### config.mk
export PLATFORM = sky130hd
export DESIGN_NAME = bus_timer
export DESIGN_NICKNAME = d
export VERILOG_FILES = /design/src/rtl/bus_timer.sv
export SDC_FILE = /design/constraint.sdc
export NUM_CORES = 1
export LEC_CHECK = 0
export BUFFER_PORTS_ARGS = -buffer_cell sky130_fd_sc_hd__buf_2
export CAP_MARGIN = 20
export CORE_UTILIZATION = 57
export DETAILED_ROUTE_END_ITERATION = 10
export PLACE_DENSITY = 0.79
export RECOVER_POWER = 100
export SLEW_MARGIN = 20
export SYNTH_ARGS = -nofsm -noshare
export SYNTH_HDL_FRONTEND = slang
export SYNTH_SLANG_ARGS = --single-unit
### constraint.sdc
create_clock -name clk -period 2.79 [get_ports clk]
set_input_delay 0.279 -clock clk [delete_from_list [all_inputs] [get_ports clk]]
set_output_delay 0.279 -clock clk [all_outputs]
set_load 0.005 [all_outputs]
### src/rtl/bus_timer.sv
// bus_timer: memory-mapped 16-bit interval timer on the cpu bus.
// The timer occupies a 4-byte window at BASE_ADDR and contains four registers:
//   +0 CNT_L  read: live counter[7:0], which also snapshots counter[15:8]
//             write: latch_l
//   +1 CNT_H  read: snapshot of the high byte
//             write: latch_h, load counter, clear IF
//   +2 CTRL   bit0 EN, bit1 CONT (auto-reload), bit2 IE
//   +3 STAT   read: {running, IF}
//             write: a 1 in bit0 clears IF
// Reads are combinational so the cpu can sample data_read on the same edge.
module bus_timer #(
    parameter logic [15:0] BASE_ADDR = 16'hD000,
    parameter int          PRESCALE  = 4,
    parameter int          PRE_W     = 8
) (
    input  logic        clk,
    input  logic        rst,
    input  logic [15:0] address,
    input  logic        read_write,
    input  logic [7:0]  data_write,
    output logic [7:0]  data_out,
    output logic        selected,
    output logic        irq
);

    typedef enum logic [1:0] {
        ST_IDLE = 2'd0,
        ST_RUN  = 2'd1,
        ST_DONE = 2'd2
    } state_t;

    localparam logic [1:0] OFF_CNT_L = 2'd0;
    localparam logic [1:0] OFF_CNT_H = 2'd1;
    localparam logic [1:0] OFF_CTRL  = 2'd2;
    localparam logic [1:0] OFF_STAT  = 2'd3;

    // Last prescaler value before a tick.
    localparam logic [PRE_W-1:0] PRE_LAST = PRE_W'(PRESCALE - 1);

    // State registers and their next-state values.
    state_t             state_q,    state_d;
    logic [15:0]        counter_q,  counter_d;
    logic [PRE_W-1:0]   prescale_q, prescale_d;
    logic [7:0]         latch_l_q,  latch_l_d;
    logic [7:0]         latch_h_q,  latch_h_d;
    logic [7:0]         snap_h_q,   snap_h_d;
    logic [2:0]         ctrl_q,     ctrl_d;
    logic               if_q,       if_d;

    // Bus decode strobes.
    logic [1:0] offset;
    logic       rd_sel;
    logic       wr_sel;
    logic       rd_cnt_l;
    logic       wr_cnt_l;
    logic       wr_cnt_h;
    logic       wr_ctrl;
    logic       wr_stat;

    // Timer events.
    logic       running;
    logic       tick;
    logic       expire;
    logic       ctrl_en;
    logic       ctrl_cont;
    logic       ctrl_ie;

    assign ctrl_en   = ctrl_q[0];
    assign ctrl_cont = ctrl_q[1];
    assign ctrl_ie   = ctrl_q[2];

    // The window is 4-byte aligned, so only address bits [15:2] take part
    // in the match.
    assign selected = (address[15:2] == BASE_ADDR[15:2]);
    assign offset   = address[1:0];
    assign rd_sel   = selected &  read_write;
    assign wr_sel   = selected & ~read_write;

    assign rd_cnt_l = rd_sel && (offset == OFF_CNT_L);
    assign wr_cnt_l = wr_sel && (offset == OFF_CNT_L);
    assign wr_cnt_h = wr_sel && (offset == OFF_CNT_H);
    assign wr_ctrl  = wr_sel && (offset == OFF_CTRL);
    assign wr_stat  = wr_sel && (offset == OFF_STAT);

    assign running = (state_q == ST_RUN);
    assign tick    = running && (prescale_q == PRE_LAST);
    assign expire  = tick && (counter_q == 16'd0);
    assign irq     = if_q & ctrl_ie;

    // Combinational read mux.
    // An unselected slave drives zero so the bus can OR all slaves together.
    always_comb begin
        data_out = 8'h00;
        if (rd_sel) begin
            case (offset)
                OFF_CNT_L: data_out = counter_q[7:0];
                OFF_CNT_H: data_out = snap_h_q;
                OFF_CTRL:  data_out = {5'b00000, ctrl_q};
                OFF_STAT:  data_out = {6'b000000, running, if_q};
                default:   data_out = 8'h00;
            endcase
        end
    end

    // Next-state logic for the bus-visible registers: latches, snapshot and CTRL.
    always_comb begin
        latch_l_d = latch_l_q;
        latch_h_d = latch_h_q;
        snap_h_d  = snap_h_q;
        ctrl_d    = ctrl_q;
        if (wr_cnt_l) begin
            latch_l_d = data_write;
        end
        if (wr_cnt_h) begin
            latch_h_d = data_write;
        end
        if (rd_cnt_l) begin
            snap_h_d = counter_q[15:8];
        end
        if (wr_ctrl) begin
            ctrl_d = data_write[2:0];
        end
    end

    // Timer FSM next state together with the counter, prescaler and IF.
    // A load overrides everything else in the same cycle.
    // Everything else in this block reads the CTRL value from before any
    // write in the same cycle.
    always_comb begin
        state_d    = state_q;
        counter_d  = counter_q;
        prescale_d = prescale_q;
        if_d       = if_q;

        if (wr_cnt_h) begin
            counter_d  = {data_write, latch_l_q};
            prescale_d = '0;
            if_d       = 1'b0;
            state_d    = ctrl_en ? ST_RUN : ST_IDLE;
        end else begin
            // The clear is applied first so that an expiry in the same
            // cycle overrides it.
            if (wr_stat && data_write[0]) begin
                if_d = 1'b0;
            end

            case (state_q)
                ST_IDLE: begin
                    if (wr_ctrl && data_write[0]) begin
                        state_d = ST_RUN;
                    end
                end

                ST_RUN: begin
                    if (tick) begin
                        prescale_d = '0;
                        if (counter_q != 16'd0) begin
                            counter_d = counter_q - 16'd1;
                        end else begin
                            if_d = 1'b1;
                            if (ctrl_cont) begin
                                counter_d = {latch_h_q, latch_l_q};
                            end else begin
                                state_d = ST_DONE;
                            end
                        end
                    end else begin
                        prescale_d = prescale_q + 1'b1;
                    end

                    // Pausing keeps the count and the prescaler phase.
                    // A one-shot expiry on the same edge still goes to DONE.
                    if (wr_ctrl && !data_write[0] && !(expire && !ctrl_cont)) begin
                        state_d = ST_IDLE;
                    end
                end

                ST_DONE: begin
                    // Only a load leaves DONE.
                    state_d = ST_DONE;
                end

                default: begin
                    state_d = ST_IDLE;
                end
            endcase
        end
    end

    // State register with synchronous reset.
    always_ff @(posedge clk) begin
        if (rst) begin
            state_q    <= ST_IDLE;
            counter_q  <= 16'd0;
            prescale_q <= '0;
            latch_l_q  <= 8'h00;
            latch_h_q  <= 8'h00;
            snap_h_q   <= 8'h00;
            ctrl_q     <= 3'b000;
            if_q       <= 1'b0;
        end else begin
            state_q    <= state_d;
            counter_q  <= counter_d;
            prescale_q <= prescale_d;
            latch_l_q  <= latch_l_d;
            latch_h_q  <= latch_h_d;
            snap_h_q   <= snap_h_d;
            ctrl_q     <= ctrl_d;
            if_q       <= if_d;
        end
    end

endmodule

==> results.json, run 1 <==
{
  "cp-start-kind": "primary input",
  "p_clk_share_pct": 38.8,
  "syn_avg_cell_area_sq_um": 8.077,
  "area_growth_syn_to_layout_pct": 11.74,
  "ios": 37,
  "antenna_found_initial": 0,
  "gp_congestion": 0.9143,
  "fin_crit_sh_pct": 83.86,
  "die-area_sq_mm": 0.005201,
  "async_flop_share_pct": 0,
  "relSlewSlack_pct": 45.53,
  "min_from": "data_write[5]",
  "power_density_mw_per_mm2": 430.1,
  "sequentialPowerShare_pct": 57.2,
  "period_minus_slack_ps": 2340,
  "io_buffers": 36,
  "fin_skew_ps": 7.593,
  "critPathKind": "in2reg",
  "yosysWarningCount": 0,
  "clk_pin_slew_ps": 100,
  "ff_latch_area_sq_mm": 0.001081,
  "p_sw_mw": 0.2895,
  "crit_arrival_ps": 2540,
  "track_usage_pct": 29.79,
  "cp-startpoint": "address[11]",
  "fillers": 414,
  "grt_max_degree": 43,
  "clock_path_buffers": 2,
  "switching_share_pct": 21.49,
  "yosys_register_bits": 54,
  "totalWireLength_microns": 7286,
  "postCtsSetupBuffers": 0,
  "tightest_slew_ps": 810.8,
  "synth_edf_count": 0,
  "setup_tns_ps": 0,
  "cts.sinks": 54,
  "met2_length_microns": 3183,
  "htreeDepth": 2,
  "wl_per_cell_microns": 16.30,
  "rows": 25,
  "die_height_microns": 72.12,
  "ant_nets": 0,
  "cts-root-buf": "clkbuf_8",
  "initial_utilization_pct": 59.34,
  "pre_cts_slack_ps": 393.4,
  "routed.top_layer": "met4",
  "route.met3.wl_microns": 680,
  "p_int_mw": 1.057,
  "clkLatencyLatePin_ps": 310,
  "ir_worst_vdd_v": 0.0004215,
  "max_freq_mhz": 427.4,
  "die_w_microns": 72.12,
  "syn_area_sq_mm": 0.002803,
  "syn_inst": 347,
  "fin_ws_ps": 450.3,
  "finalHoldViolCount": 0,
  "hold_path_class": "in2reg",
  "wl_met1_microns": 3262,
  "antenna_cells": 0,
  "overflow": 0,
  "hpwl_microns": 5106,
  "required_ps": 2990,
  "synth.distinct_cells": 50,
  "cap_violations": 0,
  "endpoint_kind": "flop",
  "core-area_sq_mm": 0.004723,
  "multi_input_area_sq_mm": 0.001575,
  "path_max_fanout": 8,
  "viasPerCell": 6.150,
  "rr_startpoint": "counter_q[0]",
  "cts_resized": 0,
  "slew_violations": 0,
  "p_comb_share_pct": 4.0,
  "finalSetupViolCount": 0,
  "grt_setup_unrepaired": "no",
  "cts_tree": "done",
  "fin_nets": 409,
  "grt_pass1_vias": 2443,
  "holdWs_ps": 221.2,
  "status": "completed",
  "hold_buffers": 0,
  "drc": 0,
  "total_power_mw": 1.347,
  "first_pass_iters": 4,
  "drive_gt1_share_pct": 14.47,
  "synthFlopType": "dfxtp_1",
  "dr.first_iter.drc_count": 205,
  "total_leakage_power_nw": 1.110,
  "synth_nets": 377,
  "cts_buffers": 5,
  "grt_pass1_wl_microns": 12030,
  "vias": 2749,
  "yosysSeqAreaShare_pct": 38.57
}
[path summary, 6_finish.rpt]
check | end | slack [ps] | cells past startpoint
setup / recovery | state_q[0] | 450 | 7
setup reg to reg | counter_q[3] | 460 | 7
hold / removal | latch_l_q[5] | 220 | 3
hold reg to reg | latch_l_q[1] | 460 | 2
[cell type report]
cell class / count / share of cell area, %
sequential: 54 / 34.52
tap: 67 / 2.677
clock inverter: 2 / 1.199
timing repair buffer: 45 / 7.551
clock buffer: 6 / 2.317
inverter: 12 / 1.438
multi-input combinational: 261 / 50.30
[logic make-up after synthesis]
kind of cell,after synthesis,share of synthesized area (%)
AND/OR/NAND/NOR,150,26.65
AO/OA/AOI/OAI,79,17.90
flip-flops,54,38.57
buffers and inverters,32,4.821
multiplexers,16,6.651
XOR/XNOR,13,4.063
adder cells (fa/ha/maj),3,1.339
[flip-flops by register name (all words and copies together) (netlist names)]
register,count
counter_q,16
latch_h_q,8
latch_l_q,8
prescale_q,8
snap_h_q,8
ctrl_q,3
state_q,2
if_q,1
[worst max-delay path, stage by stage]
cell,delay (ps)
buf_2,100
nor4b_1,330
nand4_1,340
or2_0,400
nor3_1,660
nor4_1,100
a2111oi_1,330
[layer usage]
layer  vias to the layer above  GRT usage [%]
met5                         -              0
met4                         0          10.02
met3                        22          5.139
met2                       149          44.96
met1                      1270          43.04
li1                       1308              -
[synth_stat cells (all sizes together) (2+ instances only)]
cell type | count | area (sq um)
xnor2 | 4 | 35.03
clkbuf | 14 | 52.55
o32ai | 6 | 52.55
nor4 | 8 | 56.30
nand4 | 4 | 25.02
nand2 | 57 | 214.0
nand3 | 5 | 25.02
dfxtp | 54 | 1081
and2 | 2 | 12.51
or2 | 3 | 18.77
nand2b | 4 | 25.02
a311oi | 6 | 52.55
a31oi | 4 | 25.02
nor2 | 30 | 115.1
inv | 12 | 45.04
o211ai | 3 | 22.52
a21oi | 35 | 175.2
nand3b | 2 | 15.01
o221ai | 6 | 52.55
nor3 | 19 | 110.1
or4 | 5 | 48.79
xor2 | 9 | 78.83
buf | 6 | 37.53
or3 | 3 | 18.77
ha | 3 | 37.54
o21ai | 11 | 55.05
o22ai | 2 | 12.51
and3 | 3 | 18.77
mux4 | 2 | 45.04
mux2i | 13 | 130.1
[cells in the final DEF, fill, tap and decap left out, types with 7 or more instances in the layout]
cell type / netlist / layout
a21oi_1: 35 / 35
buf_2: 3 / 30
buf_4: 1 / 8
clkbuf_1: 14 / 7
dfxtp_1: 54 / 54
inv_1: 12 / 12
mux2i_1: 13 / 13
nand2_1: 57 / 57
nor2_1: 29 / 30
nor3_1: 16 / 17
nor4_1: 7 / 7
o21ai_0: 11 / 11
xor2_1: 9 / 9
[power by group through the flow]
stage	Combinational [mW]	Sequential (mW)	Clock, mW
after global routing	0.0580	0.770	0.562
after floorplan	0.0258	0.788	0
after CTS	0.0540	0.770	0.529
final	0.0543	0.770	0.523
after detailed placement	0.0536	0.788	0
after global placement	0.0531	0.788	0
[metrics by stage]
step           cells  util (%)  cell area [sq um]
3_3_place_gp     439     64.45               3044
4_1_cts          447     66.78               3154
3_5_place_dp     439     64.45               3044
6_report         447     66.30               3132
2_1_floorplan    347         -               2803
5_1_grt          447     66.30               3132
Note: power is estimated with default switching activity, not from simulation.
==> run 2: changes to the inputs <==
ABC_AREA = 1   (was default)
CORE_UTILIZATION = 58   (was 57)
clock period = 2.2 ns   (was 2.79 ns; I/O delays follow)
==> results.json, run 2 <==
{
  "synthTopCellsByCount": "nor2_1, nand2_1, inv_1",
  "wl_per_cell_microns": 14.31,
  "async_flop_share_pct": 0,
  "gp_congestion": 0.9723,
  "synthFlopType": "dfxtp_1",
  "grt_pass1_wl_microns": 14260,
  "ir_worst_vdd_v": 0.0004758,
  "fin_ws_ps": 254.3,
  "yosysSeqAreaShare_pct": 33.90,
  "synth.distinct_cells": 40,
  "die_w_microns": 76.16,
  "cts_resized": 0,
  "synthTopCellsByArea": "dfxtp_1, nor2_1, nand2_1",
  "fin_nets": 548,
  "hold_buffers": 0,
  "vias": 3381,
  "overflow": 0,
  "dr.first_iter.drc_count": 394,
  "worst_path_max_delay_cell": "dfxtp_1",
  "clock_path_buffers": 2,
  "hold_path_end": "latch_h_q[6]",
  "die_height_microns": 76.16,
  "antenna_cells": 0,
  "drc": 0,
  "fin_skew_ps": 4.568,
  "core-area_sq_mm": 0.005205,
  "endpoint_kind": "flop",
  "finalSetupViolCount": 0,
  "setup_tns_ps": 0,
  "rr_startpoint": "counter_q[1]",
  "grt_max_degree": 33,
  "yosysWarningCount": 0,
  "synth_nets": 506,
  "relSlewSlack_pct": 54.85,
  "fin_crit_sh_pct": 88.44,
  "layout_common_cells": "nor2_1, nand2_1, inv_1, dfxtp_1, o21ai_0",
  "required_ps": 2420,
  "track_usage_pct": 30.47,
  "crit_top_cell": "nor2_1",
  "min_from": "data_write[6]",
  "slew_violations": 0,
  "cts_buffers": 5,
  "totalWireLength_microns": 8431,
  "yosysMostFrequentCell": "nor2_1",
  "drive_gt1_share_pct": 12.14,
  "cts_tree": "done",
  "area_growth_syn_to_layout_pct": 10.98,
  "finalHoldViolCount": 0,
  "critPathKind": "reg2reg",
  "clkLatencyLatePin_ps": 320,
  "path_cells": "inv_1 > ha_1 > and3_1 > nand3_1 > inv_1 > nor3_1 > nor2_1 > nor2_1 > nor2_1",
  "power_density_mw_per_mm2": 501.2,
  "io_buffers": 36,
  "path_max_fanout": 7,
  "cp_top_family": "simple AND/OR/NAND/NOR gates",
  "grt_setup_unrepaired": "no",
  "syn_avg_cell_area_sq_um": 6.700,
  "pre_cts_slack_ps": 347.8,
  "synth_edf_count": 0,
  "cp_num_buf_inv": 2,
  "holdWs_ps": 146.1,
  "first_pass_iters": 5,
  "grt_pass1_vias": 2991,
  "place_inst": 581,
  "reg2regPathDepth": 9,
  "clk_pin_slew_ps": 110,
  "worstReg2RegEnd": "counter_q[6]",
  "synth_top_area_share_pct": 33.90,
  "synth_top_cell_by_area": "dfxtp_1",
  "syn_inst": 476,
  "crit_arrival_ps": 2160,
  "ant_nets": 0,
  "cts.sinks": 54,
  "max_stage_delay_ps": 390,
  "cp-start-kind": "flop",
  "status": "completed",
  "rows": 26,
  "initial_utilization_pct": 61.27,
  "syn_area_sq_mm": 0.003189,
  "hold_path_class": "in2reg",
  "regMostFlops": "counter_q",
  "die-area_sq_mm": 0.005800,
  "antenna_found_initial": 0,
  "total_leakage_power_nw": 1.602,
  "postCtsSetupBuffers": 0,
  "final_common_cell": "nor2_1",
  "tightest_slew_ps": 677.2,
  "r2r_slack_ps": 250,
  "htreeDepth": 2,
  "viasPerCell": 5.740,
  "fillers": 486,
  "largest_register_ff_count": 16,
  "cts-root-buf": "clkbuf_8",
  "max_freq_mhz": 514.0,
  "yosys_register_bits": 54,
  "hold_depth": 3,
  "cap_violations": 0,
  "ios": 37,
  "period_minus_slack_ps": 1946,
  "final-instance-count-excl-fill": 589,
  "hpwl_microns": 6506
}
-- run 2: cell types whose count changed after synthesis, moves of 7 or more --
cell	before	now
mux2i_1	13	0
nand3_1	5	33
nor3_1	16	7
nor2_1	29	91
nand2_1	57	73
inv_1	12	58
a211oi_1	0	8
a21oi_1	35	23
o21ai_0	11	51
nor4_1	7	0
clkbuf_1	14	4
-- run 2: worst max-delay path by stage --
| stage | from | end | slack, ps | depth (start not counted) |
|---|---|---|---|---|
| final | counter_q[1] | counter_q[6] | 250 | 9 |
| after global routing | counter_q[0] | counter_q[15] | 50 | 11 |
| after CTS | address[9] | data_out[5] | 350 | 9 |
| after detailed placement | address[9] | data_out[5] | 350 | 9 |
| after global placement | address[9] | latch_h_q[3] | 400 | 9 |
| after floorplan | counter_q[0] | counter_q[14] | 640 | 8 |
-- run 2: logic make-up (layout without fill, tap and decap cells) --
| group | after synthesis | count (layout) | synth area share, % |
|---|---|---|---|
| and+or+nand+nor | 229 | 229 | 32.64 |
| AOI/OAI and AO/OA | 103 | 103 | 18.28 |
| buffers and inverters | 73 | 116 | 10.16 |
| DFF | 54 | 54 | 33.90 |
| xor gates and xnor gates | 14 | 14 | 3.845 |
| adders and majority gates | 3 | 3 | 1.177 |
-- run 2: area by class of cell --
cell class,count,area [sq um],share of cell area [%]
clock buffers,5,68.82,1.944
inverters,61,229.0,6.469
clock inverters,3,48.80,1.379
well taps,70,87.58,2.474
multi-input cells,349,1775,50.16
flip-flops and latches,54,1081,30.54
repair buffers,47,249.0,7.034
-- run 2: routing by layer --
| metal | global-route usage [%] | vias up | share of wire, % |
|---|---|---|---|
| li1 | - | 1648 | - |
| met1 | 40.90 | 1565 | 44 |
| met2 | 49.00 | 152 | 46 |
| met3 | 5.030 | 16 | 7.9 |
| met4 | 11.92 | 0 | 2.6 |
| met5 | 0 | - | 0 |
-- run 2: power breakdown --
part | switching [mW] | leakage, nW | internal (mW) | total, mW
sequential | 0.00000967 | 0.435 | 0.977 | 0.977
clock | 0.360 | 0.0563 | 0.347 | 0.707
combinational | 0.0616 | 1.11 | 0.0286 | 0.0902
total | 0.422 | 1.60 | 1.35 | 1.77
-- run 2: per-stage QoR --
stage | instance area [sq um] | total power [mW] | util (%)
6_report | 3540 | 1.774 | 68.00
5_1_grt | 3540 | 1.827 | 68.00
4_1_cts | 3562 | 1.775 | 68.44
3_5_place_dp | 3445 | 1.089 | 66.18
3_3_place_gp | 3445 | 1.087 | 66.18
2_1_floorplan | 3189 | 1.046 | -
-- run 2: worst register-to-register path, delay by kind of cell, from the launching register on --
kind	cells	cell delay [ps]
and+or+nand+nor	6	960
DFF	1	390
adders and majority gates	1	220
buffers and inverters	2	300
